## config.mk

```make
export PLATFORM = sky130hd
export DESIGN_NAME = muldiv_seq
export DESIGN_NICKNAME = d
export VERILOG_FILES = /design/src/rtl/muldiv_pkg.sv /design/src/rtl/muldiv_step.sv /design/src/rtl/muldiv_seq.sv
export SDC_FILE = /design/constraint.sdc
export NUM_CORES = 1
export LEC_CHECK = 0
export CAP_MARGIN = 20
export CORE_MARGIN = 10
export CORE_UTILIZATION = 55
export DETAILED_ROUTE_END_ITERATION = 6
export PLACE_DENSITY = 0.84
export SKIP_CTS_REPAIR_TIMING = 1
export SKIP_LAST_GASP = 1
export SYNTH_ARGS = -nofsm -noshare
export SYNTH_HDL_FRONTEND = slang
export SYNTH_SLANG_ARGS = --single-unit
```

## constraint.sdc

```tcl
create_clock -name clk -period 6 [get_ports clk]
set_input_delay 0.6 -clock clk [delete_from_list [all_inputs] [get_ports clk]]
set_output_delay 0.6 -clock clk [all_outputs]
set_load 0.005 [all_outputs]
```

## src/rtl/muldiv_pkg.sv

```systemverilog
// Shared decode constants, FSM states and operand-sign helpers
// for the iterative RV32M multiply/divide unit.
package muldiv_pkg;

    localparam logic [6:0] OPC_OP    = 7'b0110011;
    localparam logic [6:0] F7_MULDIV = 7'b0000001;

    localparam logic [2:0] F3_MUL    = 3'd0;
    localparam logic [2:0] F3_MULH   = 3'd1;
    localparam logic [2:0] F3_MULHSU = 3'd2;
    localparam logic [2:0] F3_MULHU  = 3'd3;
    localparam logic [2:0] F3_DIV    = 3'd4;
    localparam logic [2:0] F3_DIVU   = 3'd5;
    localparam logic [2:0] F3_REM    = 3'd6;
    localparam logic [2:0] F3_REMU   = 3'd7;

    typedef enum logic [2:0] {
        ST_IDLE,
        ST_PREP,
        ST_BUSY,
        ST_FIXUP,
        ST_DONE
    } state_e;

    function automatic logic signed_a(input logic [2:0] f3);
        return f3 inside {F3_MULH, F3_MULHSU, F3_DIV, F3_REM};
    endfunction

    function automatic logic signed_b(input logic [2:0] f3);
        return f3 inside {F3_MULH, F3_DIV, F3_REM};
    endfunction

endpackage

```

## src/rtl/muldiv_step.sv

```systemverilog
// One iteration of the unit: shift-add multiply step or
// restoring compare-subtract-shift divide step.
module muldiv_step #(
    parameter int WIDTH = 32
) (
    input  logic                 i_div,
    input  logic [WIDTH-1:0]     i_a,
    input  logic [WIDTH-1:0]     i_b,
    input  logic [2*WIDTH-1:0]   i_prod,
    input  logic [WIDTH:0]       i_rem,
    output logic [2*WIDTH-1:0]   o_prod,
    output logic [WIDTH:0]       o_rem
);

    logic [WIDTH:0]   w_sum;
    logic [WIDTH+1:0] w_rsh;
    logic [WIDTH+1:0] w_diff;
    logic             w_ge;

    always_comb begin
        w_sum = {1'b0, i_prod[2*WIDTH-1:WIDTH]};
        if (i_prod[0]) begin
            w_sum = w_sum + {1'b0, i_a};
        end
        // Low half of i_prod holds the dividend; its MSB shifts into the remainder.
        w_rsh  = {i_rem, i_prod[WIDTH-1]};
        w_diff = w_rsh - {2'b00, i_b};
        w_ge   = ~w_diff[WIDTH+1];
        if (i_div) begin
            o_prod = {i_prod[2*WIDTH-1:WIDTH], i_prod[WIDTH-2:0], w_ge};
            o_rem  = w_ge ? w_diff[WIDTH:0] : w_rsh[WIDTH:0];
        end else begin
            o_prod = {w_sum, i_prod[WIDTH-1:1]};
            o_rem  = i_rem;
        end
    end

endmodule

```

## src/rtl/muldiv_seq.sv

```systemverilog
// Multi-cycle RV32M multiply/divide unit with valid/ready handshake,
// one result bit per cycle, abort and asynchronous reset.
module muldiv_seq
    import muldiv_pkg::*;
#(
    parameter int WIDTH = 32,
    parameter int CNT_W = $clog2(WIDTH) + 1
) (
    input  logic             clk,
    input  logic             rst,
    input  logic             in_valid,
    output logic             in_ready,
    input  logic [WIDTH-1:0] a,
    input  logic [WIDTH-1:0] b,
    input  logic [31:0]      inst,
    input  logic             abort,
    output logic             out_valid,
    input  logic             out_ready,
    output logic [WIDTH-1:0] out,
    output logic             z,
    output logic             n,
    output logic             illegal,
    output logic             busy
);

    state_e               r_state, w_nxt;
    logic [WIDTH-1:0]     r_a, r_b, r_out;
    logic [2*WIDTH-1:0]   r_prod;
    logic [WIDTH:0]       r_rem;
    logic [CNT_W-1:0]     r_cnt;
    logic [2:0]           r_f3;
    logic                 r_sa, r_sb, r_ill, r_spec;

    logic                 w_ill_dec, w_div, w_sdiv, w_dz, w_ovf, w_spec;
    logic [WIDTH-1:0]     w_abs_a, w_abs_b, w_spec_val;
    logic [WIDTH-1:0]     w_quo, w_remv, w_res;
    logic [2*WIDTH-1:0]   w_prod_s, w_step_prod;
    logic [WIDTH:0]       w_step_rem;
    logic                 w_unused;

    assign w_ill_dec = (inst[6:0] != OPC_OP) | (inst[31:25] != F7_MULDIV);
    assign w_div     = r_f3[2];
    assign w_sdiv    = r_f3[2] & ~r_f3[0];
    assign w_dz      = w_div & (r_b == '0);
    assign w_ovf     = w_sdiv & (r_a == {1'b1, {(WIDTH-1){1'b0}}}) & (&r_b);
    assign w_spec    = r_ill | w_dz | w_ovf;
    assign w_abs_a   = r_sa ? (~r_a + 1'b1) : r_a;
    assign w_abs_b   = r_sb ? (~r_b + 1'b1) : r_b;
    assign w_unused  = ^{r_rem[WIDTH], inst[24:15], inst[11:7]};

    always_comb begin
        w_spec_val = '0;
        if (r_ill) begin
            w_spec_val = '0;
        end else if (w_dz) begin
            w_spec_val = r_f3[1] ? r_a : '1;
        end else if (w_ovf) begin
            w_spec_val = r_f3[1] ? '0 : r_a;
        end
    end

    muldiv_step #(.WIDTH(WIDTH)) u_step (
        .i_div  (w_div),
        .i_a    (r_a),
        .i_b    (r_b),
        .i_prod (r_prod),
        .i_rem  (r_rem),
        .o_prod (w_step_prod),
        .o_rem  (w_step_rem)
    );

    assign w_prod_s = (r_sa ^ r_sb) ? (~r_prod + 1'b1) : r_prod;
    assign w_quo    = (r_sa ^ r_sb) ? (~r_prod[WIDTH-1:0] + 1'b1)
                                    : r_prod[WIDTH-1:0];
    assign w_remv   = r_sa ? (~r_rem[WIDTH-1:0] + 1'b1) : r_rem[WIDTH-1:0];

    always_comb begin
        w_res = r_prod[WIDTH-1:0];
        if (!r_spec) begin
            case (r_f3)
                F3_MUL:                     w_res = w_prod_s[WIDTH-1:0];
                F3_MULH, F3_MULHSU, F3_MULHU: w_res = w_prod_s[2*WIDTH-1:WIDTH];
                F3_DIV, F3_DIVU:            w_res = w_quo;
                default:                    w_res = w_remv;
            endcase
        end
    end

    always_ff @(posedge clk or posedge rst) begin
        if (rst) begin
            r_state <= ST_IDLE;
        end else begin
            r_state <= w_nxt;
        end
    end

    always_comb begin
        w_nxt = r_state;
        unique case (r_state)
            ST_IDLE:  if (in_valid) w_nxt = ST_PREP;
            ST_PREP:  w_nxt = w_spec ? ST_FIXUP : ST_BUSY;
            ST_BUSY:  if (r_cnt == CNT_W'(1)) w_nxt = ST_FIXUP;
            ST_FIXUP: w_nxt = ST_DONE;
            ST_DONE:  if (out_ready) w_nxt = ST_IDLE;
            default:  w_nxt = ST_IDLE;
        endcase
        if (abort && (r_state != ST_IDLE)) begin
            w_nxt = ST_IDLE;
        end
    end

    always_ff @(posedge clk or posedge rst) begin
        if (rst) begin
            r_a    <= '0;
            r_b    <= '0;
            r_out  <= '0;
            r_prod <= '0;
            r_rem  <= '0;
            r_cnt  <= '0;
            r_f3   <= '0;
            r_sa   <= 1'b0;
            r_sb   <= 1'b0;
            r_ill  <= 1'b0;
            r_spec <= 1'b0;
        end else begin
            unique case (r_state)
                ST_IDLE: begin
                    if (in_valid) begin
                        r_a   <= a;
                        r_b   <= b;
                        r_f3  <= inst[14:12];
                        r_sa  <= signed_a(inst[14:12]) & a[WIDTH-1];
                        r_sb  <= signed_b(inst[14:12]) & b[WIDTH-1];
                        r_ill <= w_ill_dec;
                    end
                end
                ST_PREP: begin
                    r_spec <= w_spec;
                    r_rem  <= '0;
                    r_cnt  <= CNT_W'(WIDTH);
                    // Special results ride through FIXUP in the product low half.
                    if (w_spec) begin
                        r_prod <= {{WIDTH{1'b0}}, w_spec_val};
                    end else begin
                        r_a    <= w_abs_a;
                        r_b    <= w_abs_b;
                        r_prod <= {{WIDTH{1'b0}}, w_div ? w_abs_a : w_abs_b};
                    end
                end
                ST_BUSY: begin
                    r_prod <= w_step_prod;
                    r_rem  <= w_step_rem;
                    r_cnt  <= r_cnt - 1'b1;
                end
                ST_FIXUP: begin
                    if (w_nxt == ST_DONE) begin
                        r_out <= w_res;
                    end
                end
                default: ;
            endcase
        end
    end

    assign in_ready  = (r_state == ST_IDLE);
    assign out_valid = (r_state == ST_DONE);
    assign busy      = (r_state != ST_IDLE);
    assign out       = r_out;
    assign z         = (r_out == '0);
    assign n         = r_out[WIDTH-1];
    assign illegal   = r_ill;

endmodule

```

== Word-level counts from Yosys, hierarchy flattened ==
Index checks and enable logic that the tools add are counted.

* Register bits after elaboration: 209
* Bits of input ports: 101
* Output and inout bits: 38
* Word-level logic and storage cells: 111

* Add/sub/neg operators: 8
* Equality and inequality tests: 22
* Mux-type cells: 33
* Bitwise gates (word level): 17
* Reductions and logical operators: 18

{| class="wikitable"
|+ Operators by type and width
! kind !! number
|-
| $mux 32 || 16
|-
| $add 32x1->32 const B || 4
|-
| $mux 64 || 2
|-
| $not 32->32 || 4
|-
| $pmux 32 s2 || 2
|-
| $pmux 64 s2 || 1
|-
| $mux 33 || 3
|-
| $pmux 32 s3 || 1
|-
| $pmux 33 s2 || 1
|-
| $add 64x1->64 const B || 1
|-
| $logic_not 32->1 || 2
|-
| $not 64->64 || 1
|-
| $sub 34x32->34 || 1
|-
| $add 32x32->33 || 1
|-
| $eq 32x32->1 const B || 1
|-
| $reduce_and 32->1 || 1
|-
| $eq 3x3->1 const B || 6
|-
| $eq 3x2->1 const B || 5
|-
| $pmux 3 s5 || 1
|-
| $mux 3 || 4
|-
| $pmux 6 s2 || 1
|-
| $eq 3x1->1 const B || 3
|-
| $ne 2x2->1 const B || 4
|-
| $reduce_and 2->1 || 4
|-
| 17 further kinds || 28
|}

== Logic depth before layout (Yosys ltp) ==
Gate-level depths: netlist (run 1).

* Depth in word-level cells: 10
* Gate-level depth with buffers: 15
* Gate-level depth less buffers: 14

== Cells and area by module ==
From an unflattened synthesis (run 1), not the netlist that was laid out.

* Cells, all modules: 2545
* Area, all modules: 19682.6 µm²

{| class="wikitable"
|+ By module, submodules not included
! module !! instances !! cells each !! area each (µm²) !! seq. area each (µm²)
|-
| muldiv_seq || 1 || 1745 || 14380.0 || 5230.0
|-
| muldiv_step || 1 || 800 || 5302.6 || 0.0
|}

== Least setup slack after synthesis (run 1) ==
No wires, ideal clock.

* Path type: register to register
* Start point: register r_prod[0]
* End point: register r_out[14], in the netlist out[14]
* Library setup time: 0.121 ns
* Data arrival time: 3.507 ns
* Data required time: 5.879 ns
* Setup slack: 2.372 ns
* Stages on the path, launching flop included: 15
* Path buffers: 2
* Period minus slack after synthesis: 3.628 ns
* Cell sequence: dfrtp_1 > clkbuf_1 > inv_1 > clkbuf_1 > ha_1 > or3b_2 > or4_1 > nor4_1 > nand3_1 > or2_2 > or3_1 > o31ai_1 > xnor2_1 > a21oi_1 > nor2_1

* Longest elaborated chain between the ends: 5
* Elaborated cells between the ends (all ways): 8
* Those cells by class: add/sub: 2; mux: 4; bitwise: 2

{| class="wikitable"
|+ Ends and longest elaborated chain
! element !! line !! text
|-
| from (decl) || muldiv_seq.sv:28 || <nowiki>logic [2*WIDTH-1:0] r_prod;</nowiki>
|-
| from (signal assigned) || muldiv_seq.sv:143 || <nowiki>r_prod <= {{WIDTH{1'b0}}, w_spec_val};</nowiki>
|-
| from (signal assigned) || muldiv_seq.sv:147 || <nowiki>r_prod <= {{WIDTH{1'b0}}, w_div ? w_abs_a : w_abs_b};</nowiki>
|-
| from (signal assigned) || muldiv_seq.sv:151 || <nowiki>r_prod <= w_step_prod;</nowiki>
|-
| $not 64->64 or $not 32->32 (tied branches) || muldiv_seq.sv:72, muldiv_seq.sv:73 ||
|-
| $add 64x1->64 or $add 32x1->32 (tied branches) || muldiv_seq.sv:72, muldiv_seq.sv:73 ||
|-
| $mux 64 or $mux 32 (tied branches) || muldiv_seq.sv:72, muldiv_seq.sv:73 ||
|-
| $pmux 32 s3 (*) || muldiv_seq.sv:80 || <nowiki>case (r_f3)</nowiki>
|-
| $mux 32 (*) || muldiv_seq.sv:79 || <nowiki>if (!r_spec) begin</nowiki>
|-
| to (signal assigned) || muldiv_seq.sv:157 || <nowiki>r_out <= w_res;</nowiki>
|-
| to (decl) || muldiv_seq.sv:27 || <nowiki>logic [WIDTH-1:0] r_a, r_b, r_out;</nowiki>
|}

Mark *: on every way between the ends. The rest lies on a longest branch, timed or not.
A chain may end at the register's enable or synchronous reset.

== Worst setup path in the final report (run 1) ==
* Start point: register r_b[5]
* End point: register r_a[20]

* Longest elaborated chain between the ends: 6
* Elaborated cells between the ends (all ways): 8
* Those cells by class: eq/ne: 1; bitwise: 4; reduce/logical: 3

{| class="wikitable"
|+ Ends and longest elaborated chain
! element !! line !! text
|-
| from (decl) || muldiv_seq.sv:27 ||
|-
| from (signal assigned) || muldiv_seq.sv:146 || <nowiki>r_b <= w_abs_b;</nowiki>
|-
| $logic_not 32->1 || muldiv_seq.sv:44 || <nowiki>assign w_dz = w_div & (r_b == '0);</nowiki>
|-
| $and 1x1->1 || muldiv_seq.sv:44 ||
|-
| $or 1x1->1 || muldiv_seq.sv:46 || <nowiki>assign w_spec = r_ill | w_dz | w_ovf;</nowiki>
|-
| $or 1x1->1 (*) || muldiv_seq.sv:46 ||
|-
| $ne 2x2->1 (no source line) (*) || -- ||
|-
| $reduce_and 3->1 (no source line) (*) || -- ||
|-
| to (signal assigned) || muldiv_seq.sv:145 || <nowiki>r_a <= w_abs_a;</nowiki>
|-
| to (decl) || muldiv_seq.sv:27 ||
|}

Marked as above.

==> metrics, run 1 <==
CTS max path bufs=3; CP max FO=35; largest net degree at the start of global routing=about 160; post-synthesis cell area=about 0.018 mm^2; Skew-Pair Late Insertion Delay=around 0.57 ns; worst path required time=6.49 ns; period utilization=78.6%; drt pass-1 iters=6; setup TNS=0 ns; Die Height=200 um; worst path cell trace=or4_1 > or3_1 > or3_1 > or4_1 > nor4_4 > nor3_4 > buf_4 > a21oi_4 > buf_4 > o21ai_0 > o21ai_0; max_cap viols=0; WL per Instance=approximately 24 um; Synth top area share=between 20% and 30%; hold_ws=0.501 ns; Crit Path Class=flip-flop to flip-flop; CTS Buf Count=27; layout cell share with drive strength beyond 1=between 5 and 6%; Antenna Diode Count=0; syn_nets=about 2400; PwrDens=680 mW/mm^2; DP Area=between 0.015 and 0.02 mm^2; Place WS=1.36 ns; PnR worst setup slack=approximately 1.3 ns; final setup violating endpoints=0; EDFF count, synth=0; DRT iter0 DRCs=around 2600; Peak VDD IR=0.334 mV; Mean Syn Cell Area=between 7 and 8 um^2; CP Capture Type=flip-flop; max-slew violations=0; Core Box Area=around 0.032 mm^2; Clock Sinks=roughly 210; Seq/Total Area, Yosys=about 29%; Netlist cell types=77; Most used DFF post-synth=dfrtp_1; largest area contributor in the netlist=dfrtp_1; ys async rst share=100%; die area=0.0399 mm^2; final setup skew=0.0255 ns; vias in the first global route=about 17000; CTS clock-pin slew for the worst setup and hold paths=0.06 ns; Core Rows=65; Residual DRC=0; min cycle time layout=between 4 and 5 ns; Worst Tran Pin Value=roughly 1.2 ns; fin nets=approximately 2500; Final Hold Viols=0; H-tree levels=1; Mapped Cells=around 2300; Slew HR=a little under a quarter; Arr. time, crit path=5.21 ns; first-pass GRT wire length=around 100 mm; register bit total from synthesis=209; top cells by area, synth=dfrtp_1 29%, o21ai_0 6.7%, a21oi_1 5.9%; fin area=approximately 0.02 mm^2; Reg2Reg Depth=11; DIE WIDTH=between 150 and 200 um; status=complete, no violations; CP max stage delay=~0.87 ns; GRT Total Usage=32.3%; RSZ-0062 raised after global routing=false; r2r startpoint=r_b[5]; Critical Path Start Type=flip-flop; Leakage=8.17 nW; r2r setup slk=1.28 ns; Routability Congestion=a little over 1; CTS root buf=clkbuf_16; wire length after detailed routing=~66 mm; Worst Setup EP=r_a[20]; fill count=roughly 2700; critical path depth=11; worst setup path start=r_b[5]; I/O pin count=between 100 and 150; HP Class=flip-flop to flip-flop; Synth-to-Final Area Change=13.4%; Buffers on Ports=between 100 and 150; via count=18700; Detailed Place HPWL=around 48 mm; Initial Utilization=between 50% and 60%; end of the worst register-to-register path=r_a[20]; initial antenna violation count=0; Top delay family on crit path=simple AND/OR/NAND/NOR gates; Worst Path Buf+Inv=2; slowest cell on the critical path=a21oi_4; vias per std cell=between 6 and 7; total grt overflow=0; f_max=around 210 MHz; Routed Antenna Nets=0; CTS tree=done; Warnings, synthesis=0
synthesized netlist by cell type, types with 7 or more instances:
cell type / n
buf_1: 11
nor4_1: 27
o221ai_1: 14
a31oi_1: 51
a21o_1: 30
o31ai_1: 33
a22oi_1: 7
a21oi_1: 209
o31a_1: 12
a221oi_1: 9
or2_2: 8
nor3_1: 49
inv_1: 67
o22ai_1: 66
nor2b_1: 12
and3_1: 14
mux2_2: 26
ha_1: 71
xnor2_1: 112
and2_1: 7
or3_1: 22
xor2_1: 79
o21ai_1: 25
o41ai_1: 22
o21a_1: 11
buf_2: 11
mux2i_1: 48
nand2_1: 217
a211oi_1: 17
or4_1: 26
nand2b_1: 16
o21ai_0: 239
nand3_1: 98
clkbuf_1: 133
nor2_1: 123
nand4_1: 20
dfrtp_1: 209
o211ai_1: 40
worst min-delay path by stage:
stage          cells past startpoint  slack, ns  endpoint  startpoint
2_1_floorplan                      1       0.45  r_cnt[5]    r_cnt[5]
3_3_place_gp                       1       0.47  r_cnt[5]    r_cnt[5]
3_5_place_dp                       1       0.48  r_cnt[5]    r_cnt[5]
4_1_cts                            1       0.50  r_cnt[2]    r_cnt[2]
5_1_grt                            1       0.51  r_cnt[2]    r_cnt[2]
6_report                           1       0.50  r_cnt[2]    r_cnt[2]
per-stage QoR:
stage	instances	utilization, %	total power [mW]
4_1_cts	2711	63.5	13.4
3_5_place_dp	2662	60.3	11.5
3_3_place_gp	2662	60.3	11.2
5_1_grt	2711	63.5	14.5
2_1_floorplan	2268	-	8.92
6_report	2711	63.5	13.7
sequential cells by signal, indices dropped and copies added (netlist names), 3 cells and up:
name and count:
r_prod 64, out 32, r_rem 33, r_state 3, r_b 32, r_cnt 6
r_a 32, r_f3 3
layout make-up:
cell class	instances	area, um^2	share of cell area [%]
multi-input cells	1828	11700	57.9
flip-flops and latches	209	5230	26.0
repair buffers	155	1480	7.37
clock buffers	36	769	3.82
well taps	402	503	2.50
inverters	68	259	1.29
clock inverters	13	224	1.11
routing by layer:
layer / part of all wire [%] / up-vias / GRT usage [%]
met5: 0 / - / 0.528
met4: 6.6 / 0 / 18.6
met3: 11 / 202 / 5.58
met2: 43 / 1167 / 48.8
met1: 39 / 8871 / 42.8
li1: - / 8440 / -
cells in the final DEF, fill, tap and decap left out, drive strengths merged, types with 26 or more instances in the layout:
cell,instances
a31oi,51
o31ai,33
clkdlybuf4s50,123
clkbuf,36
a21o,30
mux2i,48
o211ai,40
a21oi,211
nor4,28
xnor2,112
or4,26
dfrtp,209
mux2,26
nand3,98
nor2,123
ha,71
nor3,50
xor2,79
o21ai,264
nand2,218
buf,32
o22ai,66
inv,66
power breakdown:
part | switching, mW | internal [mW]
combinational | 5.19 | 3.29
sequential | 1.34 | 2.02
clock | 0.684 | 1.15
total | 7.22 | 6.47
kinds of logic (layout without fill, tap and decap cells):
| kind of cell | after synthesis | in the layout | synth area share, % |
|---|---|---|---|
| multiplexers | 74 | 74 | 4.36 |
| adder cells (fa/ha/maj) | 73 | 73 | 5.23 |
| AND/OR/NAND/NOR | 662 | 662 | 18.0 |
| buffers and inverters | 231 | 272 | 5.15 |
| AO/OA/AOI/OAI | 828 | 828 | 28.4 |
| flip-flops | 209 | 209 | 29.5 |
| XOR/XNOR | 191 | 191 | 9.42 |
Power figures use the tool's default switching activity.
==> inputs of run 2 (changes only) <==
--- a/config.mk
+++ b/config.mk
@@ -9,7 +9,7 @@
 export CORE_MARGIN = 10
 export CORE_UTILIZATION = 55
 export DETAILED_ROUTE_END_ITERATION = 6
-export PLACE_DENSITY = 0.84
+export PLACE_DENSITY = 0.81
 export SKIP_CTS_REPAIR_TIMING = 1
 export SKIP_LAST_GASP = 1
 export SYNTH_ARGS = -nofsm -noshare
==> constraint.sdc (replaced) <==
create_clock -name clk -period 4.7 [get_ports clk]
set_input_delay 0.47 -clock clk [delete_from_list [all_inputs] [get_ports clk]]
set_output_delay 0.47 -clock clk [all_outputs]
set_load 0.005 [all_outputs]
==> metrics, run 2 (synthesized netlist as in run 1, its figures left out) <==
Slew HR=29.3% (was 23.0%); wire length after detailed routing=65.4 mm (was 65.7 mm); Routability Congestion=1.03 (was 1.02); total grt overflow=0 (unchanged); max-slew violations=0 (unchanged); DRT iter0 DRCs=2622 (was 2602); status=complete, no violations (unchanged); Logic pwr share=64.9% (was 62.0%); internal cell power=8.05 mW (was 6.47 mW); H-tree levels=1 (unchanged); Worst Tran Pin Value=1.06 ns (was 1.15 ns); Pwr Total=17.3 mW (was 13.7 mW); final setup skew=0.0194 ns (was 0.0255 ns); Place WS=0.547 ns (was 1.36 ns); Switch Pwr=9.25 mW (was 7.22 mW); max reg flops=64 (unchanged); via count=18600 (was 18700); setup TNS=0 ns (unchanged); Antenna Diode Count=0 (unchanged); layout cell share with drive strength beyond 1=6.21% (was 5.98%); Core Rows=65 (unchanged); Initial Utilization=56.0% (unchanged); hold_ws=0.435 ns (was 0.501 ns); Skew-Pair Late Insertion Delay=0.56 ns (was 0.57 ns); initial antenna violation count=1 (was 0); DIE WIDTH=200 um (unchanged); drt pass-1 iters=6 (unchanged); Synth-to-Final Area Change=13.3% (was 13.4%); RSZ-0062 raised after global routing=false (unchanged); WL per Instance=24.0 um (was 24.3 um); min cycle time layout=4.26 ns (was 4.72 ns); Clk network pwr share=11.3% (was 13.4%); CTS Buf Count=25 (was 27); fin nets=2476 (was 2463); Leakage=8.17 nW (about the same); Die Height=200 um (unchanged); worst path cell trace=or4_1 > or3_1 > or3_1 > or4_1 > nor4_4 > nor3_4 > nand2_1 > nand2_2 > buf_4 > o211ai_1 > o21ai_1 (was or4_1 > or3_1 > or3_1 > or4_1 > nor4_4 > nor3_4 > buf_4 > a21oi_4 > buf_4 > o21ai_0 > o21ai_0); GRT Total Usage=32.4% (was 32.3%); CP max stage delay=0.69 ns (was 0.87 ns); Arr. time, crit path=4.65 ns (was 5.21 ns); Detailed Place HPWL=48.5 mm (was 48.3 mm); Crit Path Class=flip-flop to flip-flop (unchanged); most flop-heavy register=r_prod (unchanged); PnR worst setup slack=0.442 ns (was 1.28 ns); Routed Antenna Nets=0 (unchanged); Top Registers=r_prod x64, r_rem x33 (unchanged); I/O pin count=139 (unchanged); Layout Utilization=63.4% (was 63.5%); f_max=235 MHz (was 212 MHz); Core Box Area=0.0317 mm^2 (unchanged); largest net degree at the start of global routing=111 (was 157); first-pass GRT wire length=101 mm (was 100 mm); Buffers on Ports=123 (unchanged); CP max FO=60 (was 35); sequential power share=23.8% (was 24.6%); CTS root buf=clkbuf_16 (unchanged); CP Capture Type=flip-flop (unchanged); Peak VDD IR=0.538 mV (was 0.334 mV); Critical Path Start Type=flip-flop (unchanged); HP Class=input pin to asynchronous set/reset pin (was flip-flop to flip-flop); CTS tree=done (unchanged); commonest non-fill, non-tap cells in the layout=239 x o21ai_0, 216 x nand2_1, 209 x a21oi_1, 207 x dfrtp_1, 123 x clkdlybuf4s50_1 (unchanged); PwrDens=860 mW/mm^2 (was 680 mW/mm^2); die area=0.0399 mm^2 (unchanged); most common library cell in the layout ignoring fill and taps=o21ai_0 (unchanged); Final Hold Viols=0 (unchanged); slowest cell on the critical path=or4_1 (was a21oi_4); Clock Sinks=209 (unchanged); worst path required time=5.09 ns (was 6.49 ns); max_cap viols=0 (unchanged); period utilization=90.6% (was 78.6%); CTS max path bufs=3 (unchanged); CTS clock-pin slew for the worst setup and hold paths=0.06 ns (about the same); Sw Share=53.5% (was 52.7%); Residual DRC=0 (unchanged); vias per std cell=6.83 (was 6.89); vias in the first global route=17200 (was 17000); final setup violating endpoints=0 (unchanged)
run 2: worst paths after layout:
kind | from | to | slack [ns] | cells after the start
worst max-delay path | r_b[5] | r_b[7] | 0.44 | 11
worst max register to register | r_b[5] | r_b[7] | 0.44 | 11
max in group asynchronous | rst | r_prod[59] | 3.17 | 3
worst min register to register | r_cnt[5] | r_cnt[5] | 0.50 | 1
min in group clk | inst[13] | r_f3[1] | 0.48 | 3
worst min-delay path | rst | r_a[9] | 0.44 | 2
run 2: area by class of cell:
type,count,area [um^2]
Clock buffer,38,734
Clock inverter,6,62.6
Fill cell,2769,11600
Inverter,68,259
Multi-Input combinational cell,1828,11700
Sequential cell,209,5230
Tap cell,402,503
Timing Repair Buffer,170,1650
run 2: routing by layer:
metal	part of all wire, %	GRT usage (%)
met2	42	48.0
met3	11	7.33
met4	6.6	18.8
met1	40	42.6
met5	0	0
run 2: critical path: cells and delay by family, from the launching register on:
family	cells	cell delay [ns]
AOI/OAI and AO/OA	2	0.31
buffers and inverters	1	0.33
DFF	1	0.46
and+or+nand+nor	8	2.95
run 2: power by group through the flow:
stage	sequential, mW	clock, mW	combinational [mW]
after global placement	4.00	0	10.5
after floorplan	3.35	0	8.04
final	4.12	1.95	11.2
after global routing	4.18	2.03	12.2
after CTS	4.03	1.95	10.9
after detailed placement	4.05	0	10.8
run 2: stage by stage:
stage               instance area (um^2)  cells
CTS                                20100   2720
finish                             20100   2721
detailed placement                 19300   2676
floorplan                          17800   2268
global placement                   19300   2676
global route                       20100   2721
